**src/rtl/lvds_rx.sv**
```systemverilog
// lvds_rx: deserializes the 2-bit DDR pair stream into 32-bit I/Q words aligned on in-band markers.
// Optional overflow counter is built only when LVDS_RX_DROP_CNT_EN is defined.
`timescale 1ns/1ps
module lvds_rx #(
   parameter int DROP_CNT_W = 16
) (
   input  logic                  i_ddr_clk,
   input  logic                  i_rst_b,
   input  logic [1:0]            i_ddr_data,
   input  logic                  i_fifo_full,
   output logic                  o_fifo_write_clk,
   output logic                  o_fifo_push,
   output logic [31:0]           o_fifo_data,
   output logic                  o_sync_err,
   output logic [DROP_CNT_W-1:0] o_drop_count,
   output logic [1:0]            o_debug_state
);

   typedef enum logic [1:0] {
      IDLE    = 2'b00,
      I_PHASE = 2'b01,
      Q_PHASE = 2'b10,
      UNUSED  = 2'b11
   } state_e;

   state_e      state_q, state_d;
   logic [2:0]  cnt_q, cnt_d;
   logic [31:0] word_q, word_d;
   logic [31:0] data_q, data_d;
   logic        push_q, push_d;
   logic        err_q, err_d;
   logic        done;
   logic [31:0] shifted;

   assign shifted = {word_q[29:0], i_ddr_data};

   // Marker hunt: IDLE consumes the I marker itself, so a new word can follow with no gap.
   always_comb begin
      state_d = state_q;
      cnt_d   = cnt_q;
      word_d  = word_q;
      err_d   = 1'b0;
      done    = 1'b0;
      case (state_q)
         IDLE: begin
            if (i_ddr_data == 2'b10) begin
               word_d  = shifted;
               cnt_d   = 3'd1;
               state_d = I_PHASE;
            end
         end
         I_PHASE: begin
            word_d = shifted;
            if (cnt_q == 3'd7) begin
               cnt_d   = 3'd0;
               state_d = Q_PHASE;
            end else begin
               cnt_d = cnt_q + 3'd1;
            end
         end
         Q_PHASE: begin
            if (cnt_q == 3'd0 && i_ddr_data != 2'b01) begin
               err_d   = 1'b1;
               cnt_d   = 3'd0;
               state_d = IDLE;
            end else begin
               word_d = shifted;
               if (cnt_q == 3'd7) begin
                  done    = 1'b1;
                  cnt_d   = 3'd0;
                  state_d = IDLE;
               end else begin
                  cnt_d = cnt_q + 3'd1;
               end
            end
         end
         default: begin
            cnt_d   = 3'd0;
            state_d = IDLE;
         end
      endcase
   end

   assign push_d = done & ~i_fifo_full;
   assign data_d = push_d ? word_d : data_q;

   always_ff @(posedge i_ddr_clk or negedge i_rst_b) begin
      if (!i_rst_b) begin
         state_q <= IDLE;
         cnt_q   <= 3'd0;
         word_q  <= 32'd0;
         data_q  <= 32'd0;
         push_q  <= 1'b0;
         err_q   <= 1'b0;
      end else begin
         state_q <= state_d;
         cnt_q   <= cnt_d;
         word_q  <= word_d;
         data_q  <= data_d;
         push_q  <= push_d;
         err_q   <= err_d;
      end
   end

`ifdef LVDS_RX_DROP_CNT_EN
   logic [DROP_CNT_W-1:0] drop_q, drop_d;

   // Saturating count of completed words lost to a full FIFO.
   always_comb begin
      drop_d = drop_q;
      if (done && i_fifo_full && drop_q != {DROP_CNT_W{1'b1}}) begin
         drop_d = drop_q + DROP_CNT_W'(1);
      end
   end

   always_ff @(posedge i_ddr_clk or negedge i_rst_b) begin
      if (!i_rst_b) begin
         drop_q <= '0;
      end else begin
         drop_q <= drop_d;
      end
   end

   assign o_drop_count = drop_q;
`else
   assign o_drop_count = '0;
`endif

   assign o_fifo_write_clk = i_ddr_clk;
   assign o_fifo_push      = push_q;
   assign o_fifo_data      = data_q;
   assign o_sync_err       = err_q;
   assign o_debug_state    = state_q;

endmodule

```
**config.mk**
```make
export PLATFORM = sky130hd
export DESIGN_NAME = lvds_rx
export DESIGN_NICKNAME = d
export VERILOG_FILES = /design/src/rtl/lvds_rx.sv
export SDC_FILE = /design/constraint.sdc
export NUM_CORES = 1
export LEC_CHECK = 0
export CAP_MARGIN = 20
export CORE_AREA = 2 2 61 121
export CTS_BUF_LIST = sky130_fd_sc_hd__clkbuf_8
export DETAILED_ROUTE_END_ITERATION = 8
export DIE_AREA = 0 0 63 123
export PLACE_DENSITY = 0.73
export SYNTH_ARGS = -nofsm -noshare
export SYNTH_HDL_FRONTEND = slang
export SYNTH_SLANG_ARGS = --single-unit
```
**constraint.sdc**
```tcl
create_clock -name i_ddr_clk -period 1.8 [get_ports i_ddr_clk]
set_clock_uncertainty 0.1 [all_clocks]
set_input_delay 0.27 -clock i_ddr_clk [delete_from_list [all_inputs] [get_ports i_ddr_clk]]
set_output_delay 0.27 -clock i_ddr_clk [all_outputs]
set_load 0.05 [all_outputs]
```
==> run summary, run 1 <==
Outcome: finished clean
Routed len/inst: 13.08 um
Worst setup margin: 0.04874 ns
Synth top area cells: dfrtp_1 54%, mux2_4 13%, nand2_1 8.2%
Rows: 43
Tmin final: 1.751 ns
Die H: 123 um
Post-synthesis cell count: 278
Total routed wirelength: 5626 um
Reg-to-Reg End: word_q[12]
YS warnings: 0
Diodes inserted: 0
Antenna viol nets, final: 0
Crit. End Element: register
# IOs: 58
Max FO, Critical Path: 11
Fin. max-slew vios: 0
Slowest CP cell: dfrtp_1
Data arrival, critical path: 1.98 ns
Number of synthesized register bits: 69
Die footprint: 7749 um^2
Post-synth top area share: 0.5368
Total net switching power: 2.076 mW
Hpwl dp: 3985 um
Nets: 343
F_max: 0.5710 GHz
WS Path Type: register to register
Sw frac: 0.3478
R2R cell count: 7
Crit path max-delay family: flip-flops
Maximum VDD drop: 0.7971 mV
Post-synthesis sequential area ratio: 0.5368
Worst-Skew Late Latency: 0.44 ns
Post-layout util: 0.5750
DRC Markers: 0
Clock-pin slew on the worst setup and hold paths: 0.07 ns
Startpoint types: register
Final hold violation count: 0
Post-placement cell area: 3660 um^2
GPL Wtd Cong: 0.8457
DR vias: 2095
Max-cap viol count: 0
Layout cells sized above 1: 0.3735
Die Wd: 63 um
Combinational share of power: 0.376
Initial Util: 0.4708
CP bufs+invs: 2
Vias in the first global route: 2080
CTS tree: done
Pleak: 2.017 nW
Synthesis-to-layout area growth: 22.13%
Setup Viol. Count Final: 0
Crit-path cells: inv_1, ha_2, nand2b_4, o21ai_4, o21ai_4, buf_12, mux2_4
Crit path top cell by count: o21ai_4
First-pass DRT Iterations: 4
Total congestion overflow: 0
Port Buffer Count: 41
Core area: 6833 um^2
Initial DRC Count: 69
Clock power frac: 0.255
Worst reg2reg startpoint: cnt_q[1]
Syn_area_per_cell: 11.57 um^2
Cell variety after synth: 32
Netlist Area Pre-Place: 3217 um^2
Worst EP required: 2.03 ns
Place WS: -0.1835 ns
Global-route wire length before repair: 9459 um
Flop pwr share: 0.369
Slowest stage delay, CP: 0.38 ns
Hold Crit Class: input pin to asynchronous set/reset pin
Pint: 3.893 mW
Largest net degree at the start of global routing: 40
Hold Slack: 0.1709 ns
Final instance area: 3929 um^2
Global-route total usage across every layer: 0.1595
Synth area leader: dfrtp_1
P per Cell Area: 1519 nW/um^2
Via-to-Cell Ratio: 4.872
Initial antenna violation count: 0
Tcrit/Tclk final: 0.9729
R2R Setup Slk: 0.05 ns
## through the flow
| stage | cells | setup TNS, ns | total power [mW] |
|---|---|---|---|
| 2_1_floorplan | 293 | 0 | 3.972 |
| 3_3_place_gp | 409 | -5.302 | 4.444 |
| 3_5_place_dp | 409 | -7.090 | 4.554 |
| 4_1_cts | 429 | 0 | 5.991 |
| 5_1_grt | 430 | -0.002322 | 6.315 |
| 6_report | 430 | 0 | 5.969 |
## flip-flops by register name, indices dropped and copies added (netlist names)
signal / flops
cnt_q: 3
o_debug_state: 2
o_fifo_data: 32
o_fifo_push: 1
o_sync_err: 1
word_q: 30
## what timing repair did
action	CTS	global route
resized for setup	6	1
setup endpoints to repair	6	8
endpoints found under the hold margin	45	0
pin swaps	0	0
setup buffers	0	1
hold buffers	1	0
## final cells by class
type | count | area [um^2]
fill | 582 | 2904
sequential | 69 | 1729
multi-input combinational | 185 | 1284
timing repair buffer | 59 | 529.3
clock buffer | 14 | 192.7
tap | 90 | 112.6
clock inverter | 6 | 55.05
inverter | 7 | 26.28
## Yosys cell counts
master and count:
o21a_1 1, nor2_1 6, o21ai_2 16, clkbuf_1 4, buf_6 9, and2b_2 1
o31a_1 1, mux2_4 28, dfrtp_1 69, buf_2 2, o32ai_1 1, mux2i_1 1
and2b_4 1, o21ai_4 1, inv_1 7, and3_1 1, o2111ai_1 1, nor3b_1 3
a221oi_1 1, o21ai_1 13, buf_4 17, nor2b_4 1, a21oi_1 4, o2111ai_4 1
ha_1 3, conb_1 1, o21ai_0 10, o31ai_1 1, o22ai_1 1, mux2_2 1
nand2b_1 1, nand2_1 70
## worst max-delay path by stage
stage / startpoint / cells past startpoint / slack, ns / to
global placement: i_ddr_data[1] / 5 / -0.15 / o_fifo_data[2]
CTS: cnt_q[0] / 7 / 0.04 / word_q[12]
floorplan: cnt_q[0] / 6 / 0.07 / o_fifo_data[1]
detailed placement: i_ddr_data[1] / 5 / -0.18 / o_fifo_data[2]
finish: cnt_q[1] / 7 / 0.05 / word_q[12]
global route: cnt_q[1] / 7 / -0.002 / word_q[3]
## layer usage
layer | wire length [um] | GRT usage | part of all wire | vias to the layer above
met4 | 125 | 0.1042 | 0.022 | 0
li1 | - | - | - | 1009
met2 | 2911 | 0.2460 | 0.52 | 64
met1 | 2344 | 0.1952 | 0.42 | 1007
met5 | 0 | 0 | 0 | -
met3 | 244 | 0.04459 | 0.043 | 15
## power by group through the flow
| stage | combinational, mW | clock [mW] | sequential [mW] |
|---|---|---|---|
| final | 2.24 | 1.52 | 2.20 |
| after global routing | 2.41 | 1.66 | 2.25 |
| after CTS | 2.22 | 1.56 | 2.21 |
| after detailed placement | 2.20 | 0.128 | 2.22 |
| after global placement | 2.11 | 0.128 | 2.21 |
| after floorplan | 1.50 | 0.120 | 2.35 |
## cell usage in the layout, fill, tap and decap left out, drive strengths merged
cell type      Yosys  layout
a21oi              4       4
clkdlybuf4s50      0       3
nand2b             1       1
dfrtp             69      69
nand2             70      70
o22ai              1       1
and3               1       1
conb               1      16
nor2b              1       1
clkinv             0       2
a221oi             1       1
dlygate4sd3        0       1
bufinv             0       1
o31a               1       1
buf               28      55
clkinvlp           0       1
inv                7       9
o2111ai            2       2
mux2i              1       1
ha                 3       3
o31ai              1       1
nor2               6       6
and2b              2       2
o21ai             40      40
o21a               1       1
mux2              29      29
nor3b              3       3
o32ai              1       1
clkbuf             4      14
## cell families after synthesis
| kind of cell | count (synthesis) | synth area share |
|---|---|---|
| simple gates | 84 | 0.1097 |
| flops | 69 | 0.5368 |
| compound gates | 52 | 0.1163 |
| buf+inv | 39 | 0.08713 |
| mux | 30 | 0.1373 |
| fa+ha+maj | 3 | 0.01167 |
| other cells | 1 | 0.001166 |
(Power assumes the default switching activity.)
==> inputs of run 2 (changes only) <==
- CORE_AREA: 2 2 61 121 -> 2 2 66 131
- DIE_AREA: 0 0 63 123 -> 0 0 68 133
- PLACE_DENSITY: 0.73 -> 0.68
==> run 2 against run 1 <==
Design area up 0.83%. Sequential share of layout area is 0.36 points lower. Power grew 2.7%. Global-route usage fell by 1.5 points. Sequential cell count did not move. Highest routed layer unchanged.
==> run summary, run 2 (same netlist as run 1, synthesis figures left out) <==
Layout Cells excl Fill: 437 (was 430)
Total routed wirelength: 5959 um (was 5626 um)
Crit-path cells: inv_1, ha_2, nand2b_4, o21ai_4, o21ai_4, buf_12, mux2_4 (unchanged)
Max-cap viol count: 0 (unchanged)
Post-layout util: 0.4881 (was 0.5750)
Initial Util: 0.3964 (was 0.4708)
Initial DRC Count: 143 (was 69)
Die footprint: 9044 um^2 (was 7749 um^2)
Commonest non-fill, non-tap cell in the layout: nand2_1 (unchanged)
Worst EP required: 2.03 ns (about the same)
Setup Viol. Count Final: 0 (unchanged)
Place WS: -0.2084 ns (was -0.1835 ns)
Tmin final: 1.722 ns (was 1.751 ns)
Maximum VDD drop: 1.209 mV (was 0.7971 mV)
DRC Markers: 0 (unchanged)
Max reg flops: 32 (unchanged)
Crit path max-delay family: flip-flops (unchanged)
Crit. End Element: register (unchanged)
First-pass DRT Iterations: 4 (unchanged)
Vias in the first global route: 2094 (was 2080)
RSZ-0062 raised after global routing: no
Worst setup margin: 0.07839 ns (was 0.04874 ns)
F_max: 0.5809 GHz (was 0.5710 GHz)
Largest net degree at the start of global routing: 70 (was 40)
Diodes inserted: 0 (unchanged)
WS Path Type: register to register (unchanged)
Routed len/inst: 13.64 um (was 13.08 um)
Layout cells sized above 1: 0.3805 (was 0.3735)
Clock-pin slew on the worst setup and hold paths: 0.07 ns (about the same)
Die H: 133 um (was 123 um)
Grt met2 use: 0.2184 (was 0.2460)
CTS tree: done (unchanged)
Hold Crit Class: input pin to asynchronous set/reset pin (unchanged)
Nets: 342 (was 343)
Fin. max-slew vios: 0 (unchanged)
R2R Setup Slk: 0.08 ns (was 0.05 ns)
GR peak layer: met2 (unchanged)
Antenna viol nets, final: 0 (unchanged)
Die Wd: 68 um (was 63 um)
DR vias: 2095 (unchanged)
Placed cells: 417 (was 409)
CP bufs+invs: 2 (unchanged)
Total Power: 6.127 mW (was 5.969 mW)
Slowest stage delay, CP: 0.38 ns (about the same)
Startpoint types: register (unchanged)
Port Buffer Count: 41 (unchanged)
Data arrival, critical path: 1.95 ns (was 1.98 ns)
Hpwl dp: 4135 um (was 3985 um)
Fillers: 740 (was 582)
Final hold violation count: 0 (unchanged)
Global-route total usage across every layer: 0.1449 (was 0.1595)
Post-CTS setup buffer count: 0 (unchanged)
Via-to-Cell Ratio: 4.794 (was 4.872)
Slowest CP cell: dfrtp_1 (unchanged)
P per Cell Area: 1547 nW/um^2 (was 1519 nW/um^2)
Pleak: 2.015 nW (was 2.017 nW)
Core area: 8115 um^2 (was 6833 um^2)
Crit path top cell by count: o21ai_4 (unchanged)
Rows: 47 (was 43)
M1 GR Usage: 0.1843 (was 0.1952)
Commonest cells after routing, fill and taps aside: 70 x nand2_1, 67 x dfrtp_1, 47 x buf_4, 28 x mux2_4, 16 x conb_1 (unchanged)
Synthesis-to-layout area growth: 23.14% (was 22.13%)
Outcome: finished clean (unchanged)
# IOs: 58 (unchanged)
Worst-Skew Late Latency: 0.44 ns (about the same)
Max FO, Critical Path: 16 (was 11)
Initial antenna violation count: 0 (unchanged)
GPL Wtd Cong: 0.8516 (was 0.8457)
Tcrit/Tclk final: 0.9565 (was 0.9729)
Met3 Use GR: 0.05527 (was 0.04459)
Total congestion overflow: 0 (unchanged)
Global-route wire length before repair: 9860 um (was 9459 um)
[run 2: cell types whose count changed in the layout (fill, tap and decap cells not counted)]
cell / previous run / this run
ha_1: 2 / 1
ha_2: 1 / 2
inv_1: 9 / 7
clkinv_4: 0 / 1
buf_6: 1 / 0
bufinv_16: 1 / 2
[run 2: metrics by stage]
stage / hold slack (ns) / instance area [um^2] / setup TNS (ns)
finish: 0.2683 / 3961 / 0
global route: 0.3046 / 3961 / 0
CTS: 0.2731 / 3951 / 0
detailed placement: 0.2176 / 3670 / -8.314
global placement: 0.2127 / 3670 / -5.462
floorplan: -0.1256 / 3276 / 0
[run 2: worst min-delay path, cell delays in order]
cell,delay (ns)
dlygate4sd3_1,0.52
buf_2,0.12
buf_12,0.31
[run 2: power by group]
| part | switching, mW | internal, mW | leakage (nW) | total (mW) |
|---|---|---|---|---|
| clock | 0.704 | 1.01 | 0.141 | 1.71 |
| sequential | 0.303 | 1.91 | 0.867 | 2.21 |
| combinational | 1.10 | 1.11 | 1.01 | 2.21 |
| total | 2.11 | 4.02 | 2.02 | 6.13 |
[run 2: timing repair]
item / CTS / global route
pin swaps: 0 / 1
cloned: 0 / 0
hold buffers: 1 / 0
resized for setup: 5 / 3
endpoints found under the hold margin: 69 / 0
endpoints found under the setup margin: 28 / 51
[run 2: worst paths after layout]
kind / start / endpoint / cells past startpoint
max in group asynchronous: i_rst_b / o_debug_state[1] / 3
min in group i_ddr_clk: o_fifo_data[24] / o_fifo_data[24] / 2
hold reg to reg: o_fifo_data[24] / o_fifo_data[24] / 2
setup reg to reg: cnt_q[1] / word_q[17] / 7
setup / recovery: cnt_q[1] / word_q[17] / 7
hold / removal: i_rst_b / o_fifo_data[14] / 3
[run 2: cell type report]
class                           instances  area [um^2]  share of cell area
Multi-Input combinational cell        185         1286              0.3247
Timing Repair Buffer                   58        518.0              0.1308
Tap cell                               98        122.6             0.03095
Inverter                                7        26.28            0.006633
Clock inverter                          6        86.33             0.02179
Clock buffer                           14        192.7             0.04864
Sequential cell                        69         1729              0.4365
[run 2: layer usage]
layer	part of all wire	wire length [um]
met5	0	0
met4	0.015	87
met3	0.041	246
met2	0.51	3062
met1	0.43	2562
==> inputs of run 3 (changes only) <==
- ABC_AREA: unset -> 1
- CORE_AREA: 2 2 66 131 -> 2 2 67 133
- DIE_AREA: 0 0 68 133 -> 0 0 69 135
- REMOVE_ABC_BUFFERS: unset -> 1
==> run 3 against run 2 <==
Synthesized cell count increased by 46%. Worst hold slack got worse by 0.028 ns. Via count increased by 23%. Die area increased by 3.0%. Clock power increased by 5%. Sequential share of layout area increased by 0.28 points.
==> run summary, run 3 <==
R2R cell count: 10 (was 7)
Compound-cell area share of the yosys netlist: 0.009712 (was 0.1163)
DRC Markers: 0 (unchanged)
Core area: 8233 um^2 (was 8115 um^2)
Crit. End Element: output port (was register)
Startpoint types: clock port (was register)
Largest family of logic cells by synthesized area: simple AND/OR/NAND/NOR gates (was multiplexers)
Die H: 135 um (was 133 um)
Slowest stage delay, CP: 0.20 ns (was 0.38 ns)
Rows: 47 (unchanged)
Fin. max-slew vios: 0 (unchanged)
Met1 Wirelength: 2678 um (was 2562 um)
Commonest cells after routing, fill and taps aside: 146 x nand2_1, 71 x dfrtp_1, 41 x inv_1, 41 x buf_4, 38 x nand3_1 (was 70 x nand2_1, 67 x dfrtp_1, 47 x buf_4, 28 x mux2_4, 16 x conb_1)
Worst reg2reg startpoint: cnt_q[0] (was cnt_q[1])
Post-synth top area share: 0.5304 (was 0.5368)
Port Buffer Count: 41 (unchanged)
Most common cell in the netlist: nand2_1 (unchanged)
Crit path top cell by count: clkbuf_8 (was o21ai_4)
Initial Util: 0.4068 (was 0.3964)
GPL Wtd Cong: 0.8480 (was 0.8516)
Maximum VDD drop: 1.053 mV (was 1.209 mV)
Synth area leader: dfrtp_1 (unchanged)
Slowest CP cell: buf_2 (was dfrtp_1)
Cell variety after synth: 20 (was 32)
Nets: 460 (was 342)
Routed wl met3: 276 um (was 246 um)
Largest net degree at the start of global routing: 72 (was 70)
Setup crit end: o_fifo_write_clk (was word_q[17])
Netlist Area Pre-Place: 3349 um^2 (was 3217 um^2)
Initial DRC Count: 111 (was 143)
Hold Crit Class: input pin to asynchronous set/reset pin (unchanged)
Total routed wirelength: 6762 um (was 5959 um)
Max FO, Critical Path: 2 (was 16)
Post-synthesis sequential area ratio: 0.5304 (was 0.5368)
Post-synth top flop: dfrtp_1 (unchanged)
Via-to-Cell Ratio: 4.661 (was 4.794)
Synth Area in Adders: 0.01121 (was 0.01167)
Final hold violation count: 0 (unchanged)
Outcome: finished clean (unchanged)
Hold Slack: 0.2401 ns (was 0.2683 ns)
Antenna viol nets, final: 0 (unchanged)
Max-cap viol count: 0 (unchanged)
Crit-path cells: clkbuf_8, clkbuf_8, buf_2 (was inv_1, ha_2, nand2b_4, o21ai_4, o21ai_4, buf_12, mux2_4)
Synthesis-to-layout area growth: 20.73% (was 23.14%)
CTS tree: done (unchanged)
Synth top cells by count: 146 x nand2_1, 71 x dfrtp_1, 42 x inv_1 (was 70 x nand2_1, 69 x dfrtp_1, 28 x mux2_4)
Setup Viol. Count Final: 0 (unchanged)
Total Power: 5.700 mW (was 6.127 mW)
Critical path origin: i_ddr_clk (was cnt_q[1])
Number of synthesized register bits: 71 (was 69)
Synth Area in Simple Gates: 0.3231 (was 0.1097)
# IOs: 58 (unchanged)
P per Cell Area: 1409 nW/um^2 (was 1547 nW/um^2)
Fillers: 841 (was 740)
Met2 WL post-DR: 3579 um (was 3062 um)
Global-route wire length before repair: 12020 um (was 9860 um)
Post-synthesis cell count: 405 (was 278)
Top sig layer: met4 (unchanged)
WS Path Type: clock port to output port (was register to register)
Layout cells sized above 1: 0.2276 (was 0.3805)
Worst EP required: 1.43 ns (was 2.03 ns)
Vias in the first global route: 2699 (was 2094)
Reg-to-Reg End: o_fifo_data[3] (was word_q[17])
Worst-Skew Late Latency: 0.46 ns (was 0.44 ns)
Syn_area_per_cell: 8.270 um^2 (was 11.57 um^2)
Initial antenna violation count: 0 (unchanged)
Number of flops mapped to enable cells by yosys: 0 (unchanged)
Clock-pin slew on the worst setup and hold paths: 0.07 ns (about the same)
Global-route total usage across every layer: 0.1629 (was 0.1449)
Die Wd: 69 um (was 68 um)
Multiplexer share of the synthesized area: 0 (was 0.1373)
Synth top area cells: dfrtp_1 53%, nand2_1 16%, nand3_1 5.7% (was dfrtp_1 54%, mux2_4 13%, nand2_1 8.2%)
FFs w/ async S/R, synth: 1.000 (unchanged)
Diodes inserted: 0 (unchanged)
Commonest non-fill, non-tap cell in the layout: nand2_1 (unchanged)
Die footprint: 9315 um^2 (was 9044 um^2)
DR vias: 2587 (was 2095)
First-pass DRT Iterations: 5 (was 4)
Pleak: 2.268 nW (was 2.015 nW)
Total congestion overflow: 0 (unchanged)
YS warnings: 0 (unchanged)
Hpwl dp: 4454 um (was 4135 um)
Data arrival, critical path: 1.32 ns (was 1.95 ns)
Routed len/inst: 12.18 um (was 13.64 um)
XOR/XNOR share of the synthesized area: 0 (unchanged)
R2R Setup Slk: 0.15 ns (was 0.08 ns)
==> run 3: changes by cell type after synthesis, sizes merged, moves of 3 or more <==
cell   change
o21ai     -38
mux2      -29
nor2      +29
buf        +5
nor3b      -3
nand2    +103
a21oi      -3
inv       +35
nand3     +40
==> run 3: metal layers <==
| layer | vias up | GRT usage |
|---|---|---|
| met2 | 68 | 0.2772 |
| met4 | 0 | 0.1100 |
| met5 | - | 0 |
| met1 | 1228 | 0.1786 |
| met3 | 15 | 0.03731 |
| li1 | 1276 | - |
==> run 3: logic make-up after synthesis <==
family	after synthesis
AND/OR/NAND/NOR	249
buffers and inverters	77
flip-flops	71
AO/OA/AOI/OAI	4
adder cells (fa/ha/maj)	3
other	1
==> run 3: area by class of cell <==
class	instances	area (um^2)	area share
flip-flops and latches	71	1777	0.4394
multi-input cells	272	1234	0.3051
repair buffers	52	464.2	0.1148
clock buffers	17	225.2	0.05569
inverters	42	157.7	0.03899
well taps	98	122.6	0.03032
clock inverters	3	63.81	0.01578
==> run 3: critical path: cells and delay by family <==
family                 cells  cell delay, ns
buffers and inverters      3            0.43
==> run 3: what timing repair did <==
item / CTS / global route
setup endpoints to repair: 1 / 32
buffers inserted: 0 / 0
pin swaps: 0 / 0
hold buffers: 1 / 0
endpoints found under the hold margin: 71 / 0
resized for setup: 5 / 7
==> run 3: how the worst min path moves through the flow <==
stage / depth (start not counted) / endpoint / slack, ns
final: 3 / cnt_q[2] / 0.24
after floorplan: 0 / cnt_q[0] / -0.13
after global routing: 3 / o_fifo_data[0] / 0.31
after global placement: 2 / cnt_q[2] / 0.21
after CTS: 3 / cnt_q[2] / 0.26
after detailed placement: 2 / cnt_q[2] / 0.22
==> run 3: stage by stage <==
step                  util  area [um^2]  setup TNS, ns  setup slack [ns]  std cells
finish              0.4912         4044              0            0.1093        555
global route        0.4912         4044      -0.002250         -0.002250        555
CTS                 0.4881         4019              0           0.03969        555
detailed placement  0.4530         3730         -2.405           -0.1421        535
global placement    0.4530         3730         -1.278           -0.1421        535
floorplan                -         3147         -35.00           -0.5972        385
==> run 3: report_power, final <==
group,internal (mW),switching (mW)
combinational,0.610,1.13
clock,1.08,0.704
sequential,1.96,0.212
total,3.66,2.04
